--- src/rtl/mem_port_arbiter.sv ---
// rtl/mem_port_arbiter.sv - two-requester round-robin arbiter with lock for a single-port working memory
//
// Ports:
//   clk, rst                     rising-edge clock, synchronous active-high reset
//   rN_req/wr/addr/wdata/lock    requester N transfer request (N = 0, 1)
//   rN_gnt                       combinational grant; a transfer happens when rN_req & rN_gnt
//   rN_rvalid, rN_rdata          read return for requester N (rdata is mem_rdata passed through)
//   mem_addr/wdata/WR/CS         registered memory command (CS active low)
//   mem_rdata                    memory read data, valid the cycle after the access edge
module mem_port_arbiter #(
  parameter int AW       = 10,
  parameter int DW       = 32,
  parameter int LOCK_MAX = 16
) (
  input  logic          clk,
  input  logic          rst,
  input  logic          r0_req,
  input  logic          r0_wr,
  input  logic [AW-1:0] r0_addr,
  input  logic [DW-1:0] r0_wdata,
  input  logic          r0_lock,
  output logic          r0_gnt,
  output logic          r0_rvalid,
  output logic [DW-1:0] r0_rdata,
  input  logic          r1_req,
  input  logic          r1_wr,
  input  logic [AW-1:0] r1_addr,
  input  logic [DW-1:0] r1_wdata,
  input  logic          r1_lock,
  output logic          r1_gnt,
  output logic          r1_rvalid,
  output logic [DW-1:0] r1_rdata,
  output logic [AW-1:0] mem_addr,
  output logic [DW-1:0] mem_wdata,
  input  logic [DW-1:0] mem_rdata,
  output logic          mem_WR,
  output logic          mem_CS
);

  localparam int CW = $clog2(LOCK_MAX + 1);
  localparam logic [CW-1:0] LOCK_LAST = CW'(LOCK_MAX - 1);

  localparam logic [1:0] S_IDLE  = 2'd0;
  localparam logic [1:0] S_LOCK0 = 2'd1;
  localparam logic [1:0] S_LOCK1 = 2'd2;

  logic [1:0]    state, state_nx;
  logic          last;
  logic [CW-1:0] lock_cnt;

  logic          xfer0, xfer1, xfer;
  logic          sel_wr, sel_lock;
  logic [AW-1:0] sel_addr;
  logic [DW-1:0] sel_wdata;
  logic          in_lock, lock_done;

  // Read-return pipeline: stage 1 is the command cycle, stage 2 the data cycle.
  logic rd_v1, rd_id1, rd_v2, rd_id2;

  always_comb begin
    r0_gnt = 1'b0;
    r1_gnt = 1'b0;
    if (!rst) begin
      case (state)
        S_IDLE: begin
          if (r0_req && r1_req) begin
            // Both asking: the one that did not win last time goes now.
            r0_gnt = last;
            r1_gnt = ~last;
          end else begin
            r0_gnt = r0_req;
            r1_gnt = r1_req;
          end
        end
        S_LOCK0: r0_gnt = r0_req;
        S_LOCK1: r1_gnt = r1_req;
        default: ;
      endcase
    end
  end

  assign xfer0 = r0_req & r0_gnt;
  assign xfer1 = r1_req & r1_gnt;
  assign xfer  = xfer0 | xfer1;

  assign sel_wr    = xfer1 ? r1_wr    : r0_wr;
  assign sel_lock  = xfer1 ? r1_lock  : r0_lock;
  assign sel_addr  = xfer1 ? r1_addr  : r0_addr;
  assign sel_wdata = xfer1 ? r1_wdata : r0_wdata;

  assign in_lock   = (state == S_LOCK0) || (state == S_LOCK1);
  // Final locked cycle: the counter is about to reach LOCK_MAX, so ownership
  // is released at this edge whatever the owner's lock bit says.
  assign lock_done = in_lock && (lock_cnt == LOCK_LAST);

  always_comb begin
    state_nx = state;
    if (!(in_lock || state == S_IDLE)) begin
      state_nx = S_IDLE;
    end else if (lock_done) begin
      state_nx = S_IDLE;
    end else if (xfer) begin
      if (sel_lock) begin
        state_nx = xfer1 ? S_LOCK1 : S_LOCK0;
      end else begin
        state_nx = S_IDLE;
      end
    end
  end

  always_ff @(posedge clk) begin
    if (rst) begin
      state     <= S_IDLE;
      last      <= 1'b1;
      lock_cnt  <= '0;
      mem_CS    <= 1'b1;
      mem_WR    <= 1'b0;
      mem_addr  <= '0;
      mem_wdata <= '0;
      rd_v1     <= 1'b0;
      rd_id1    <= 1'b0;
      rd_v2     <= 1'b0;
      rd_id2    <= 1'b0;
    end else begin
      state <= state_nx;

      // Counter restarts from zero on entry to a lock and runs while locked.
      if (state == S_IDLE || state_nx == S_IDLE) begin
        lock_cnt <= '0;
      end else begin
        lock_cnt <= lock_cnt + CW'(1);
      end

      if (xfer) begin
        last      <= xfer1;
        mem_CS    <= 1'b0;
        mem_WR    <= sel_wr;
        mem_addr  <= sel_addr;
        mem_wdata <= sel_wdata;
      end else begin
        mem_CS <= 1'b1;
        mem_WR <= 1'b0;
      end

      rd_v1  <= xfer & ~sel_wr;
      rd_id1 <= xfer1;
      rd_v2  <= rd_v1;
      rd_id2 <= rd_id1;
    end
  end

  assign r0_rvalid = rd_v2 & ~rd_id2;
  assign r1_rvalid = rd_v2 &  rd_id2;
  assign r0_rdata  = mem_rdata;
  assign r1_rdata  = mem_rdata;

endmodule

--- config.mk ---
export PLATFORM = sky130hd
export DESIGN_NAME = mem_port_arbiter
export DESIGN_NICKNAME = d
export VERILOG_FILES = /design/src/rtl/mem_port_arbiter.sv
export SDC_FILE = /design/constraint.sdc
export NUM_CORES = 1
export LEC_CHECK = 0
export CORE_UTILIZATION = 30
export DETAILED_ROUTE_END_ITERATION = 6
export PLACE_DENSITY = 0.85
export SYNTH_ARGS = -nofsm -noshare
export SYNTH_HDL_FRONTEND = slang
export SYNTH_SLANG_ARGS = --single-unit
--- constraint.sdc ---
create_clock -name clk -period 1.8 [get_ports clk]
set_clock_uncertainty 0.05 [all_clocks]
set_input_delay 0.27 -clock clk [delete_from_list [all_inputs] [get_ports clk]]
set_output_delay 0.27 -clock clk [all_outputs]
set_load 0.005 [all_outputs]
==> flow_summary.ini, run 1 <==
[worst_setup_path]
r2r_start = state[0]
worst_setup_path_start_kind = input pin
reg2regPathDepth = 10
rr_endpoint = mem_wdata[24]
critPathRequiredTime_ps = 1980
crit_type = in2reg
end_kind = flop
path_cells = clkdlybuf4s50_1 > nand2b_4 > buf_4 > o311ai_0 > a31oi_4 > buf_4 > nor4_2
ff2ff_setup_slack_ps = -80
cp_max_fo = 5
cp_common_cell = buf_4
critical-path-top-delay-family = compound AO/OA/AOI/OAI gates
slowest_delay_ps = 580
arrival_ps = 2090
worst-path-buf-inv = 3
cp_slowest_cell = o311ai_0

[synthesis]
mappedNetlistNets = 494
synth_edf_count = 0
syn_area_per_cell_um2 = 8.10
ys_async_sr_fraction_pct = 0
synth-main-ff-cell = dfxtp_1
ys_ff_latch = 56
syn_area_um2 = 2950
yosysUniqueCellTypes = 35
yosysSeqAreaShare_pct = 38.0
syn_inst = 364
ys.warnings.count = 0

[timing]
fin_ws_ps = -112
finalSetupViolCount = 31
finalCriticalPeriod_ps = 1910
slew_headroom_pct = 57.9
period_share_pct = 106
rsz0062_at_grt = true
worst_pin_slew_ps = 624
setup_tns_ps = -1310
hold_viol = 0
slew_viol_final = 0
hold_slack_ps = 411
fmax_mhz = 523

[placement]
dpl_cell_area_um2 = 4180
dp_hpwl_um = 5900
gp_congestion = 0.816
portBuffers = 139
dp.cells = 570

[routing]
drt_pre_antenna_iters = 4
initialDrtViolationCount = 73
wl_per_cell_um = 15.3
viasPerCell = 4.84
drc_errors = 0
num_vias = 2852
wl_um = 9010
ant_nets = 0

[power_and_ir_drop]
leakage_nw = 1.79
p_sw_share_pct = 27.6
p_sw_uw = 887
internal_power_mw = 2.33
comb_power_share_pct = 31.6
p_per_area_nw_per_um2 = 689
peakVddDrop_mv = 0.304
power_frac_seq_pct = 45.2
clockPowerShare_pct = 23.2

[clock_tree]
h-tree-depth = 2
numCtsBuffers = 5
cts_tree = built
cts_sinks = 56
clkSlewWorstSetupHoldPaths_ps = 120
hold_buffers = 0
root_buffer = clkbuf_8
insertion_delay_ps = 310
clk_path_buf_depth = 2

[final_layout]
drive_above_1_share_pct = 16.7
diodes = 0
nNetsFinal = 589
seq_area_um2 = 1130
fin_cells = 589
multi_input_area_um2 = 1320
nFillCells = 855
design_area_um2 = 4660
area_delta_synth_final_pct = 58.2

[job]
cap_viol_max_count = 0

[hold_path]
hp-class = reg2reg
min_from = lock_cnt[0]
min_to = lock_cnt[0]
hold-path-cell-count = 1

[die]
die_x_um = 101
coreArea_um2 = 9370
dieHeight_um = 101
die_area_um2 = 10200
start_util_pct = 31.5
ios = 236
num_rows = 35

[global_route]
grt_use_total_pct = 16.2
grt_pass1_vias = 2873
top_usage_layer = met2
met2_usage_pct = 30.9
antenna_found_initial = 0
grt_pass1_wl_um = 13200
grtUsageMet1_pct = 17.4
met3_usage_pct = 3.40
grt_max_degree = 47
grt-ovfl-total = 0

[outcome]
status = finished, violations left
violations = setup timing
## cell families (layout without fill, tap and decap cells)
group           count (synthesis)  after routing  share of synthesized area, %
flops                          56             56                          38.0
buf+inv                        97            193                          21.5
xor+xnor                        2              2                         0.594
compound gates                 52             52                          12.6
mux                             1              1                         0.340
fa+ha+maj                       6              6                          2.55
simple gates                  150            150                          24.4
## registers in the layout, summed over array words and instances, names as in the netlist, 2 cells and up
name       flops
state          2
lock_cnt       5
mem_wdata     32
mem_addr      10
## cell type report
type | instances | area share, %
multi-input cells | 211 | 28.2
inverters | 9 | 0.939
flip-flops and latches | 56 | 24.1
clock buffers | 5 | 1.48
well taps | 129 | 3.46
clock inverters | 3 | 0.590
repair buffers | 176 | 41.1
## how the worst max path moves through the flow
stage              from     endpoint  slack (ps)  depth (start not counted)
2_1_floorplan  state[0]         last          20                          7
3_3_place_gp     r0_req       r0_gnt        -500                          5
3_5_place_dp     r0_req       r0_gnt        -490                          5
4_1_cts        state[0]       r1_gnt         -80                          7
5_1_grt             rst  lock_cnt[3]        -160                          7
6_report            rst  lock_cnt[3]        -110                          7
## power by group through the flow
stage / Sequential (mW) / Clock (mW) / Combinational (mW)
2_1_floorplan: 1.48 / 0 / 0.386
6_report: 1.45 / 0.746 / 1.01
5_1_grt: 1.47 / 0.808 / 1.09
4_1_cts: 1.45 / 0.782 / 0.941
3_3_place_gp: 1.47 / 0 / 0.856
3_5_place_dp: 1.48 / 0 / 0.876
## cell usage after synthesis, types with 2 or more instances
library cell  number  area [um^2]
buf_2              8         40.0
dfxtp_1           56         1120
a31oi_1           31          194
buf_1              2         7.51
ha_1               6         75.1
a211o_1            2         17.5
buf_6              2         22.5
clkbuf_1          12         45.0
nor2b_1            3         18.8
inv_1              8         30.0
a311oi_1          13          114
nor4_1             4         25.0
buf_4             64          480
nand2_1           58          218
nand3b_1          29          218
nor2_1            47          176
## cells in the final DEF, fill, tap and decap left out, types with 2 or more instances in the layout
cell / count
clkdlybuf4s50_1: 136
nand2_1: 57
dfxtp_1: 54
nor2_1: 38
a31oi_1: 30
nand3b_1: 29
buf_4: 18
a311oi_1: 11
nor2_2: 9
buf_12: 9
inv_1: 5
clkbuf_8: 5
ha_1: 4
clkbuf_16: 4
buf_6: 4
nor2b_1: 3
inv_4: 2
clkinv_4: 2
a211o_1: 2
nor4_1: 2
a311oi_2: 2
nor4_2: 2
ha_4: 2
bufbuf_16: 2
## timing repair
item / in CTS / in global routing
pin swaps: 3 / 2
gates cloned: 2 / 4
hold endpoints to repair: 0 / 0
setup endpoints to repair: 55 / 51
buffers inserted: 3 / 2
gates resized for setup: 33 / 22
## routing by layer
metal  routed length, um  up-vias
li1                    -     1360
met3                 571       23
met1                3670     1350
met2                4570      119
met4                 191        0
met5                   0        -
## through the flow
step	total power [mW]	worst slack (ps)	utilization, %
final	3.21	-112	49.8
after global routing	3.37	-162	49.8
after CTS	3.18	-82.8	47.5
after detailed placement	2.36	-489	44.6
after global placement	2.33	-503	44.6
after floorplan	1.87	21.5	-
Power figures use the tool's default switching activity.
==> run 2: changes to the inputs <==
--- a/config.mk
+++ b/config.mk
@@ -5,6 +5,7 @@
 export SDC_FILE = /design/constraint.sdc
 export NUM_CORES = 1
 export LEC_CHECK = 0
+export CORE_MARGIN = 8
 export CORE_UTILIZATION = 30
 export DETAILED_ROUTE_END_ITERATION = 6
 export PLACE_DENSITY = 0.85
==> flow_summary.ini, run 2 (synthesized netlist as in run 1, its figures left out) <==
[die]
start_util_pct = 30.6
die_area_um2 = 13300
ios = 236
die_x_um = 115
num_rows = 36
dieHeight_um = 115
coreArea_um2 = 9640

[hold_path]
min_from = rd_id1
hp-class = reg2reg

[timing]
finalSetupViolCount = 12
finalCriticalPeriod_ps = 1840
hold_viol = 0
rsz0062_at_grt = true
slew_viol_final = 0
worst_pin_slew_ps = 485
period_share_pct = 102
slew_headroom_pct = 67.7
fin_ws_ps = -42.3
fmax_mhz = 543
hold_slack_ps = 408

[clock_tree]
numCtsBuffers = 5
hold_buffers = 0
clkSlewWorstSetupHoldPaths_ps = 110
cts_tree = built
clk_path_buf_depth = 2
cts_sinks = 56
root_buffer = clkbuf_8
insertion_delay_ps = 310
h-tree-depth = 2

[outcome]
violations = setup timing
status = finished, violations left

[global_route]
antenna_found_initial = 0
grt-ovfl-total = 0
grt_pass1_wl_um = 14700
grt_max_degree = 47
grt_use_total_pct = 13.8
grt_pass1_vias = 2914

[routing]
drc_errors = 0
drt_pre_antenna_iters = 5
wl_um = 10000
wl_per_cell_um = 17.0
initialDrtViolationCount = 148
num_vias = 2779
viasPerCell = 4.71
ant_nets = 0

[placement]
gp_congestion = 0.811
portBuffers = 139
dpl_cell_area_um2 = 4140
dp_hpwl_um = 6920

[final_layout]
nNetsFinal = 586
regMostFlops = mem_wdata
final_common_cell = clkdlybuf4s50_1
final_cell_mix = clkdlybuf4s50_1 (137), nand2_1 (57), dfxtp_1 (54)
area_delta_synth_final_pct = 56.2
reg.largest.list = mem_wdata: 32 flops, mem_addr: 10 flops, lock_cnt: 5 flops
drive_above_1_share_pct = 17.7
diodes = 0
largest_reg_flops = 32
nFillCells = 882
final_util_pct = 47.8
design_area_um2 = 4610

[power_and_ir_drop]
leakage_nw = 1.74
p_per_area_nw_per_um2 = 692
peakVddDrop_mv = 0.324
power_mw = 3.19

[worst_setup_path]
end_kind = flop
crit_type = reg2reg
path_cells = inv_4 > ha_4 > nor3b_4 > or3_4 > buf_4 > clkbuf_16 > a211o_1
critPathRequiredTime_ps = 1950
arrival_ps = 1990
startpoint = state[1]
worst_setup_path_start_kind = flop
ff2ff_setup_slack_ps = -40
cp_max_fo = 22
r2r_start = state[1]
cp_slowest_cell = or3_4
slowest_delay_ps = 400

[job]
cap_viol_max_count = 0
run 2: critical path, delay by kind of cell, from the launching register on:
kind / cells / cell delay [ps]
buffers and inverters: 3 / 470
AND/OR/NAND/NOR: 2 / 450
flip-flops: 1 / 350
AO/OA/AOI/OAI: 1 / 260
adder cells (fa/ha/maj): 1 / 150
run 2: power by group:
group	switching [mW]	internal, mW	leakage (nW)
Clock	0.429	0.316	0.0516
Sequential	0.0740	1.38	0.465
Combinational	0.358	0.631	1.22
run 2: area by class of cell:
cell class | instances | area [um^2] | area share (%)
inverters | 9 | 41.3 | 0.896
repair buffers | 173 | 1800 | 39.1
clock inverters | 2 | 13.8 | 0.299
multi-input cells | 211 | 1380 | 29.9
well taps | 133 | 166 | 3.61
flip-flops and latches | 56 | 1130 | 24.4
clock buffers | 6 | 82.6 | 1.79
run 2: worst paths after layout:
path,depth (start not counted),endpoint
max,7,last
min,1,rd_id2
max reg2reg,7,last
min reg2reg,1,rd_id2
run 2: layer usage:
metal / GRT usage, % / up-vias / wire [um]
li1: - / 1347 / -
met1: 14.6 / 1293 / 3890
met2: 24.7 / 120 / 5040
met3: 4.78 / 19 / 887
met4: 4.73 / 0 / 199
met5: 0 / - / 0
run 2: metrics by stage:
stage	instances	setup WS, ps	TNS (ps)
floorplan	364	21.5	0
global placement	573	-506	-22440
detailed placement	573	-553	-24260
CTS	585	-43.7	-70.3
global route	590	-93.9	-2040
finish	590	-42.3	-183
run 2: repair_timing:
action | in CTS | in global routing
endpoints found under the setup margin | 50 | 52
buffers inserted | 3 | 2
pin swaps | 7 | 10
cloned | 1 | 3
gates resized for setup | 37 | 24
==> run 3: changes to the inputs <==
--- a/config.mk
+++ b/config.mk
@@ -8,6 +8,7 @@
 export CORE_MARGIN = 8
 export CORE_UTILIZATION = 30
 export DETAILED_ROUTE_END_ITERATION = 6
+export MAX_ROUTING_LAYER = met4
 export PLACE_DENSITY = 0.85
 export SYNTH_ARGS = -nofsm -noshare
 export SYNTH_HDL_FRONTEND = slang
==> flow_summary.ini, run 3 (synthesized netlist as in run 1, its figures left out) <==
[outcome]
status = finished, violations left
violations = setup timing

[clock_tree]
clk_path_buf_depth = 2
h-tree-depth = 2
clkSlewWorstSetupHoldPaths_ps = 110
numCtsBuffers = 5
cts_tree = built
insertion_delay_ps = 310
cts_sinks = 56
root_buffer = clkbuf_8

[worst_setup_path]
cp_max_fo = 3
crit_type = reg2out
worst_setup_path_start_kind = flop
slowest_delay_ps = 400
path_cells = inv_4 > ha_4 > nor3b_4 > or3_4 > clkinv_4 > buf_6
cp_slowest_cell = or3_4
end_kind = output pin
critPathRequiredTime_ps = 1480
arrival_ps = 1510

[timing]
rsz0062_at_grt = true
hold_viol = 0
fin_ws_ps = -29.1
period_share_pct = 102
finalSetupViolCount = 9
slew_headroom_pct = 66.9
worst_pin_slew_ps = 496
slew_viol_final = 0
fmax_mhz = 547
finalCriticalPeriod_ps = 1830

[final_layout]
diodes = 0
nNetsFinal = 590
area_delta_synth_final_pct = 58.1
final_util_pct = 48.4
largest_reg_flops = 32
regMostFlops = mem_wdata
nFillCells = 881
final_cell_mix = clkdlybuf4s50_1 (137), nand2_1 (56), dfxtp_1 (54)
reg.largest.list = mem_wdata: 32 flops, mem_addr: 10 flops, lock_cnt: 5 flops
drive_above_1_share_pct = 18.0
final_common_cell = clkdlybuf4s50_1

[global_route]
met2_usage_pct = 24.7
grtUsageMet1_pct = 15.3
grt_max_degree = 47
grt_pass1_wl_um = 14700
grt_use_total_pct = 14.2
met3_usage_pct = 3.68
top_usage_layer = met2
antenna_found_initial = 0
grt_pass1_vias = 2916
grt-ovfl-total = 0

[die]
die_area_um2 = 13300
start_util_pct = 30.6
die_x_um = 115
coreArea_um2 = 9640
num_rows = 36
ios = 236
dieHeight_um = 115

[placement]
gp_congestion = 0.823
portBuffers = 139
dp_hpwl_um = 6920
place_ws_ps = -553

[hold_path]
hp-class = reg2reg

[routing]
wl_per_cell_um = 17.2
num_vias = 2811
drt_pre_antenna_iters = 4
wl_um = 10200
viasPerCell = 4.73
drc_errors = 0
initialDrtViolationCount = 126
ant_nets = 0

[power_and_ir_drop]
peakVddDrop_mv = 0.325
leakage_nw = 1.78
p_per_area_nw_per_um2 = 689

[job]
cap_viol_max_count = 0
run 3: changes by cell type in the layout (fill, tap and decap cells not counted), sizes merged:
cell / change
buf: +3
clkbuf: +1
run 3: layer usage:
| layer | wire [um] | part of all wire (%) |
|---|---|---|
| met1 | 4190 | 41 |
| met2 | 5140 | 50 |
| met3 | 698 | 6.8 |
| met4 | 201 | 2.0 |
| met5 | 0 | 0 |
run 3: power breakdown:
group | leakage (nW) | internal, mW | switching [mW]
logic | 1.26 | 0.647 | 0.365
clock network | 0.0516 | 0.316 | 0.432
registers | 0.465 | 1.38 | 0.0746
total | 1.78 | 2.34 | 0.872
run 3: critical path: cells and delay by family, from the launching register on:
family / cells / cell delay [ps]
fa+ha+maj: 1 / 150
buf+inv: 3 / 250
flops: 1 / 350
simple gates: 2 / 450
run 3: layout make-up:
cell class / instances / area [um^2] / share of cell area [%]
repair buffers: 177 / 1870 / 40.0
multi-input cells: 211 / 1360 / 29.2
flip-flops and latches: 56 / 1130 / 24.2
well taps: 133 / 166 / 3.57
clock buffers: 6 / 82.6 / 1.77
inverters: 9 / 43.8 / 0.939
clock inverters: 2 / 13.8 / 0.295
run 3: worst paths after layout:
check | slack (ps) | end | startpoint | cells past startpoint
worst max-delay path | -30 | r0_gnt | state[1] | 6
worst min-delay path | 410 | rd_id2 | rd_id1 | 1
worst max register to register | -20 | mem_wdata[4] | state[1] | 9
worst min register to register | 410 | rd_id2 | rd_id1 | 1
run 3: repair_timing:
| item | in CTS | in global routing |
|---|---|---|
| hold buffers | 0 | 0 |
| pin swaps | 7 | 16 |
| endpoints found under the setup margin | 50 | 52 |
| resized for setup | 37 | 27 |
| cloned | 1 | 5 |
| setup buffers | 3 | 4 |
run 3: metrics by stage:
stage / cells / instance area [um^2] / power [mW] / TNS (ps) / hold slack [ps]
5_1_grt: 594 / 4660 / 3.39 / -1380 / 419
2_1_floorplan: 364 / 2950 / 1.87 / 0 / 314
4_1_cts: 585 / 4410 / 3.17 / -70.3 / 410
3_3_place_gp: 573 / 4140 / 2.32 / -22440 / 368
6_report: 594 / 4660 / 3.21 / -169 / 407
3_5_place_dp: 573 / 4140 / 2.35 / -24260 / 390
